<file path="src/rtl/spi_pkg.sv">
// Shared SPI definitions used by both the controller-side and target-side logic.
package spi_pkg;

  localparam int unsigned SPI_FRAME_SIZE = 8;
  localparam logic [7:0]  SPI_TX_IDLE    = 8'hFF;

  typedef enum logic {
    IDLE   = 1'b0,
    ACTIVE = 1'b1
  } spi_state_e;

  // Width of a counter holding 0..n-1 (at least one bit).
  function automatic int unsigned spi_cnt_width(input int unsigned n);
    return (n > 1) ? $clog2(n) : 1;
  endfunction

endpackage : spi_pkg

</file>
<file path="src/rtl/spi_in_sync.sv">
// Multi-stage input synchronizer with registered rise/fall strobes.
// level_o is the history flop, so it is aligned with the strobes.
module spi_in_sync #(
  parameter int unsigned SYNC_STAGES = 2,
  parameter logic        RESET_VAL   = 1'b0
) (
  input  logic clk_i,
  input  logic rst_i,
  input  logic pin_i,
  output logic level_o,
  output logic rise_o,
  output logic fall_o
);

  logic [SYNC_STAGES-1:0] sync_q;
  logic                   hist_q;
  logic                   rise_q;
  logic                   fall_q;

  // Synchronizer chain, history flop and edge strobes.
  always_ff @(posedge clk_i) begin
    if (rst_i) begin
      sync_q <= {SYNC_STAGES{RESET_VAL}};
      hist_q <= RESET_VAL;
      rise_q <= 1'b0;
      fall_q <= 1'b0;
    end else begin
      sync_q <= {sync_q[SYNC_STAGES-2:0], pin_i};
      hist_q <= sync_q[SYNC_STAGES-1];
      rise_q <= sync_q[SYNC_STAGES-1] & ~hist_q;
      fall_q <= ~sync_q[SYNC_STAGES-1] & hist_q;
    end
  end

  assign level_o = hist_q;
  assign rise_o  = rise_q;
  assign fall_o  = fall_q;

endmodule : spi_in_sync

</file>
<file path="src/rtl/spi_target.sv">
// SPI mode-0 target: MSB-first frames sampled into the PCLK domain,
// one-entry TX holding register, per-frame RX byte pulse.
module spi_target
  import spi_pkg::*;
#(
  parameter int unsigned           FRAME_SIZE  = SPI_FRAME_SIZE,
  parameter int unsigned           SYNC_STAGES = 2,
  parameter logic [FRAME_SIZE-1:0] TX_IDLE     = FRAME_SIZE'(SPI_TX_IDLE)
) (
  input  logic                  PCLK,
  input  logic                  PRESET,
  input  logic                  SPISCLK,
  input  logic                  SPISS,
  input  logic                  SPISDI,
  output logic                  SPISDO,
  output logic                  SPIOEN,
  input  logic [FRAME_SIZE-1:0] tx_data,
  input  logic                  tx_valid,
  output logic                  tx_ready,
  output logic [FRAME_SIZE-1:0] rx_data,
  output logic                  rx_valid,
  output logic                  tx_underrun,
  output logic                  frame_abort
);

  localparam int unsigned CNT_W = spi_cnt_width(FRAME_SIZE);

  logic sclk_level_unused, sclk_rise, sclk_fall;
  logic ss_level_unused, ss_rise, ss_fall;
  logic sdi_sync, sdi_rise_unused, sdi_fall_unused;

  spi_state_e            state_q, state_d;
  logic [FRAME_SIZE-1:0] tx_shift_q, tx_shift_d;
  logic [FRAME_SIZE-1:0] rx_shift_q, rx_shift_d;
  logic [CNT_W-1:0]      bit_cnt_q, bit_cnt_d;
  logic                  reload_q, reload_d;
  logic [FRAME_SIZE-1:0] hold_q, hold_d;
  logic                  hold_valid_q, hold_valid_d;
  logic                  tx_ready_q, tx_ready_d;
  logic [FRAME_SIZE-1:0] rx_data_q, rx_data_d;
  logic                  rx_valid_q, rx_valid_d;
  logic                  underrun_q, underrun_d;
  logic                  abort_q, abort_d;
  logic                  sdo_q, sdo_d;
  logic                  oen_q, oen_d;
  logic                  load_c;
  logic                  wr_en_c;
  logic [FRAME_SIZE-1:0] rx_next_c;

  spi_in_sync #(.SYNC_STAGES(SYNC_STAGES), .RESET_VAL(1'b0)) u_sync_sclk (
    .clk_i   (PCLK),
    .rst_i   (PRESET),
    .pin_i   (SPISCLK),
    .level_o (sclk_level_unused),
    .rise_o  (sclk_rise),
    .fall_o  (sclk_fall)
  );

  spi_in_sync #(.SYNC_STAGES(SYNC_STAGES), .RESET_VAL(1'b1)) u_sync_ss (
    .clk_i   (PCLK),
    .rst_i   (PRESET),
    .pin_i   (SPISS),
    .level_o (ss_level_unused),
    .rise_o  (ss_rise),
    .fall_o  (ss_fall)
  );

  spi_in_sync #(.SYNC_STAGES(SYNC_STAGES), .RESET_VAL(1'b0)) u_sync_sdi (
    .clk_i   (PCLK),
    .rst_i   (PRESET),
    .pin_i   (SPISDI),
    .level_o (sdi_sync),
    .rise_o  (sdi_rise_unused),
    .fall_o  (sdi_fall_unused)
  );

  // State and datapath registers.
  always_ff @(posedge PCLK) begin
    if (PRESET) begin
      state_q      <= IDLE;
      tx_shift_q   <= '0;
      rx_shift_q   <= '0;
      bit_cnt_q    <= '0;
      reload_q     <= 1'b0;
      hold_q       <= '0;
      hold_valid_q <= 1'b0;
      tx_ready_q   <= 1'b1;
      rx_data_q    <= '0;
      rx_valid_q   <= 1'b0;
      underrun_q   <= 1'b0;
      abort_q      <= 1'b0;
      sdo_q        <= 1'b0;
      oen_q        <= 1'b0;
    end else begin
      state_q      <= state_d;
      tx_shift_q   <= tx_shift_d;
      rx_shift_q   <= rx_shift_d;
      bit_cnt_q    <= bit_cnt_d;
      reload_q     <= reload_d;
      hold_q       <= hold_d;
      hold_valid_q <= hold_valid_d;
      tx_ready_q   <= tx_ready_d;
      rx_data_q    <= rx_data_d;
      rx_valid_q   <= rx_valid_d;
      underrun_q   <= underrun_d;
      abort_q      <= abort_d;
      sdo_q        <= sdo_d;
      oen_q        <= oen_d;
    end
  end

  // Frame FSM, shifters, TX reload and holding-register write.
  always_comb begin
    state_d      = state_q;
    tx_shift_d   = tx_shift_q;
    rx_shift_d   = rx_shift_q;
    bit_cnt_d    = bit_cnt_q;
    reload_d     = reload_q;
    hold_d       = hold_q;
    hold_valid_d = hold_valid_q;
    rx_data_d    = rx_data_q;
    rx_valid_d   = 1'b0;
    underrun_d   = 1'b0;
    abort_d      = 1'b0;
    load_c       = 1'b0;
    wr_en_c      = tx_valid && tx_ready_q;
    rx_next_c    = {rx_shift_q[FRAME_SIZE-2:0], sdi_sync};

    unique case (state_q)
      IDLE: begin
        if (ss_fall) begin
          state_d    = ACTIVE;
          bit_cnt_d  = '0;
          reload_d   = 1'b0;
          rx_shift_d = '0;
          load_c     = 1'b1;
        end
      end
      ACTIVE: begin
        // SS release takes priority over a coincident SCLK edge.
        if (ss_rise) begin
          state_d    = IDLE;
          abort_d    = (bit_cnt_q != '0);
          bit_cnt_d  = '0;
          reload_d   = 1'b0;
          rx_shift_d = '0;
        end else begin
          if (sclk_rise) begin
            rx_shift_d = rx_next_c;
            if (bit_cnt_q == CNT_W'(FRAME_SIZE - 1)) begin
              rx_data_d  = rx_next_c;
              rx_valid_d = 1'b1;
              bit_cnt_d  = '0;
              reload_d   = 1'b1;
            end else begin
              bit_cnt_d = bit_cnt_q + CNT_W'(1);
            end
          end
          if (sclk_fall) begin
            if (reload_q) begin
              load_c   = 1'b1;
              reload_d = 1'b0;
            end else begin
              tx_shift_d = {tx_shift_q[FRAME_SIZE-2:0], 1'b0};
            end
          end
        end
      end
      default: state_d = IDLE;
    endcase

    // A load drains the holding register, or sends the idle byte if empty.
    if (load_c) begin
      if (hold_valid_q) begin
        tx_shift_d   = hold_q;
        hold_valid_d = 1'b0;
      end else begin
        tx_shift_d = TX_IDLE;
        underrun_d = 1'b1;
      end
    end

    // Writes only happen into an empty register, so they never collide with a drain.
    if (wr_en_c) begin
      hold_d       = tx_data;
      hold_valid_d = 1'b1;
    end

    tx_ready_d = !hold_valid_d;
    oen_d      = (state_d == ACTIVE);
    sdo_d      = (state_d == ACTIVE) ? tx_shift_d[FRAME_SIZE-1] : 1'b0;
  end

  assign SPISDO      = sdo_q;
  assign SPIOEN      = oen_q;
  assign tx_ready    = tx_ready_q;
  assign rx_data     = rx_data_q;
  assign rx_valid    = rx_valid_q;
  assign tx_underrun = underrun_q;
  assign frame_abort = abort_q;

endmodule : spi_target

</file>
<file path="config.mk">
export PLATFORM = sky130hd
export DESIGN_NAME = spi_target
export DESIGN_NICKNAME = d
export VERILOG_FILES = /design/src/rtl/spi_pkg.sv /design/src/rtl/spi_in_sync.sv /design/src/rtl/spi_target.sv
export SDC_FILE = /design/constraint.sdc
export NUM_CORES = 1
export LEC_CHECK = 0
export CORE_UTILIZATION = 30
export CTS_BUF_LIST = sky130_fd_sc_hd__clkbuf_8
export DETAILED_ROUTE_END_ITERATION = 8
export DONT_BUFFER_PORTS = 1
export GPL_TIMING_DRIVEN = 0
export MAX_ROUTING_LAYER = met4
export PLACE_DENSITY_LB_ADDON = 0.1
export SLEW_MARGIN = 20
export SYNTH_ARGS = -nofsm -noshare
export SYNTH_HDL_FRONTEND = slang
export SYNTH_SLANG_ARGS = --single-unit
</file>
<file path="constraint.sdc">
create_clock -name PCLK -period 1.6 [get_ports PCLK]
set_input_delay 0.08 -clock PCLK [delete_from_list [all_inputs] [get_ports PCLK]]
set_output_delay 0.08 -clock PCLK [all_outputs]
set_load 0.02 [all_outputs]
</file>
==> reports/metrics.cfg <==
[setup_path]
cp_cell_sequence=clkbuf_1, inv_1, or3_1, a21o_1
cp_slowest_stage_delay_ns=0.42
critPathCaptureType=flip-flop
cp.arrival_ns=1.73
worst-path-stages=4
slowest_stage=or3_1
crit_family=buffers and inverters
ff2ff_path_depth=4
setup.worst_path.class=flip-flop to flip-flop
crit_required_ns=1.82
startpoint_type=flip-flop
critPathBufInv=2
crit_fanout=10

[yosys]
synth_cell_types=37
synth_ff_type=dfxtp_1
syn_nets=256
syn_area_sq_um=2150
ys_seq_area_share_pct=51.3
ys_ff_latch=55
synth_edf_count=0
synth_area_leaders=dfxtp_1, a21oi_1, nand2_1, o21ai_1, nand3b_1
yosys.area.top_type=dfxtp_1
synthCells=239
synth.top_cell.area_share_pct=51.3
async_flop_share_pct=0
ys_warn_count=0
synth.avg_cell_area_sq_um=8.99

[clock_tree]
path_clk_slew_ns=0.10
root_buffer=clkbuf_8
numCtsBuffers=5
tritoncts=built
htreeDepth=2
cts_sinks=55
clkLatencyLatePin_ns=0.31
cts_max_path_buffers=2

[sta]
drv_slew=0
tns_ns=0
rsz0062_at_grt=no
fmax_ghz=0.659
setup_viol=0
slew_headroom_pct=62.0
fin_crit_sh_pct=94.8
layout_min_cycle_time_ns=1.52
finalHoldViolations=0
tightest_slew_ns=0.570
layout_setup_ws_ns=0.0828
clock_skew_ns=0.00385

[final_layout]
final_cell_count_no_fill=358
nets=278
drive_gt1_share_pct=11.1
finish.instance_area_sq_um=2510
antenna_cells=0
areaGrowthSynthToFinish_pct=16.7

[global_routing]
grt_use_met2_pct=20.0
grt_pass1_vias=1603
use_met1_pct=21.2
antenna_found_initial=0
grt_usage_pct=14.7
met3_usage_pct=3.52
grt_pass1_wl_microns=8180
grt_max_degree=18
grt-ovfl-total=0
grt_busiest_layer=met1

[floorplanning]
die-area_sq_um=7500
rows=30
core_region_area_sq_um=6870
start_util_pct=31.3
ioPinCount=28
die_w_microns=86.6
die_h_microns=86.6

[worst_hold_path]
hold_depth=3
worstHoldPathType=input pin to flip-flop

[placed_design]
post-place-ws_ns=-0.0642
dp_hpwl_microns=3220
gp_congestion=0.759
io_buffers=0
dp_cells=335
dpl_cell_area_sq_um=2270

[routing]
vias=1681
wire_per_inst_microns=13.4
vias_per_cell=4.70
drc_errors=0
drt_iter0_drc=91
ant_nets=0
first_pass_iters=4
totalWireLength_microns=4800

[power]
vdd_drop_max_v=0.000582
total_power_uw=2390
p_per_area_nw_per_um2=954
p_leak_uw=0.000899

[outcome]
outcome=complete, no violations

[job]
maxCapViolations=0

-- stage by stage --
step	utilization, %	hold slack [ns]
global route	36.5	0.196
finish	36.5	0.176
floorplan	-	0.159
CTS	36.4	0.168
detailed placement	33.0	0.168
global placement	33.0	0.166
-- state kept, by name, summed over array words and instances, names as in the netlist, 2 cells and up --
register	cells
u_sync_ss.sync_q	2
hold_q	8
bit_cnt_q	3
u_sync_sclk.sync_q	2
u_sync_sdi.sync_q	2
tx_shift_q	8
rx_data	8
rx_shift_q	7
-- tightest hold or removal path: cells and delay by family --
kind                   cells  cell delay (ns)
and+or+nand+nor            1             0.13
buffers and inverters      1             0.19
AOI/OAI and AO/OA          1             0.05
-- timing repair --
| item | CTS | global route |
|---|---|---|
| endpoints found under the hold margin | 19 | 0 |
| resized for setup | 1 | 4 |
| setup buffers | 3 | 0 |
| hold buffers | 12 | 0 |
| setup endpoints to repair | 18 | 16 |
-- cell families after synthesis --
group,count (synthesis),synth area share (%)
and+or+nand+nor,95,23.8
AOI/OAI and AO/OA,64,17.4
DFF,55,51.3
buffers and inverters,21,5.30
adders and majority gates,3,1.75
muxes,1,0.466
-- cell type report --
cell class	instances	area [sq um]
Tap cell	96	120
Clock inverter	3	18.8
Fill cell	728	4360
Multi-Input combinational cell	163	936
Timing Repair Buffer	15	143
Clock buffer	5	68.8
Buffer	15	95.1
Sequential cell	55	1100
Inverter	6	22.5
-- Yosys cell counts (2+ instances only) --
library cell	count
nand2b_1	2
a21oi_1	31
nand3b_1	7
buf_4	2
nor3_1	3
or2_2	3
and4b_1	3
o21ai_1	15
nand2_1	38
clkbuf_1	6
nor2b_1	8
o21ai_0	2
buf_6	3
nand3_1	9
inv_1	6
nor3b_1	2
ha_1	3
dfxtp_1	55
and3b_1	2
nor2_1	11
o311ai_1	5
a211oi_1	5
buf_2	4
-- power by group --
group	leakage (uW)	internal, uW	switching, uW
clock	0.0000483	310	489
combinational	0.000403	70.7	85.3
sequential	0.000448	1410	29.9
-- routing by layer --
layer  routed length [microns]  part of all wire, %  vias up
met2                      1950                   41       29
met3                       187                  3.9        4
met5                         0                    0        -
li1                          -                    -      876
met4                        40                 0.83        0
met1                      2620                   55      772
-- worst paths after layout --
path / start / end / slack (ns)
worst min-delay path: tx_valid / hold_q[4] / 0.18
worst min register to register: u_sync_ss.sync_q[0] / u_sync_ss.sync_q[1] / 0.42
worst max-delay path: hold_valid_q / tx_ready / 0.08
worst max register to register: hold_valid_q / tx_ready / 0.08
-- placed cells by master (no fill, tap or decap), types with 2 or more instances in the layout --
cell type | Yosys | layout
a211oi_1 | 5 | 5
a21oi_1 | 31 | 31
and3b_1 | 2 | 2
and4b_1 | 3 | 3
buf_2 | 4 | 3
buf_4 | 2 | 5
buf_6 | 3 | 3
clkbuf_1 | 6 | 5
clkbuf_8 | 0 | 5
clkinv_2 | 0 | 2
dfxtp_1 | 55 | 54
dlygate4sd3_1 | 0 | 12
ha_1 | 3 | 3
inv_1 | 6 | 6
nand2_1 | 38 | 38
nand2b_1 | 2 | 2
nand3_1 | 9 | 9
nand3b_1 | 7 | 7
nor2_1 | 11 | 10
nor2b_1 | 8 | 8
nor3_1 | 3 | 3
nor3b_1 | 2 | 2
o21ai_0 | 2 | 2
o21ai_1 | 15 | 15
o311ai_1 | 5 | 5
or2_2 | 3 | 3
No activity file was read; power rests on OpenSTA's default activity.
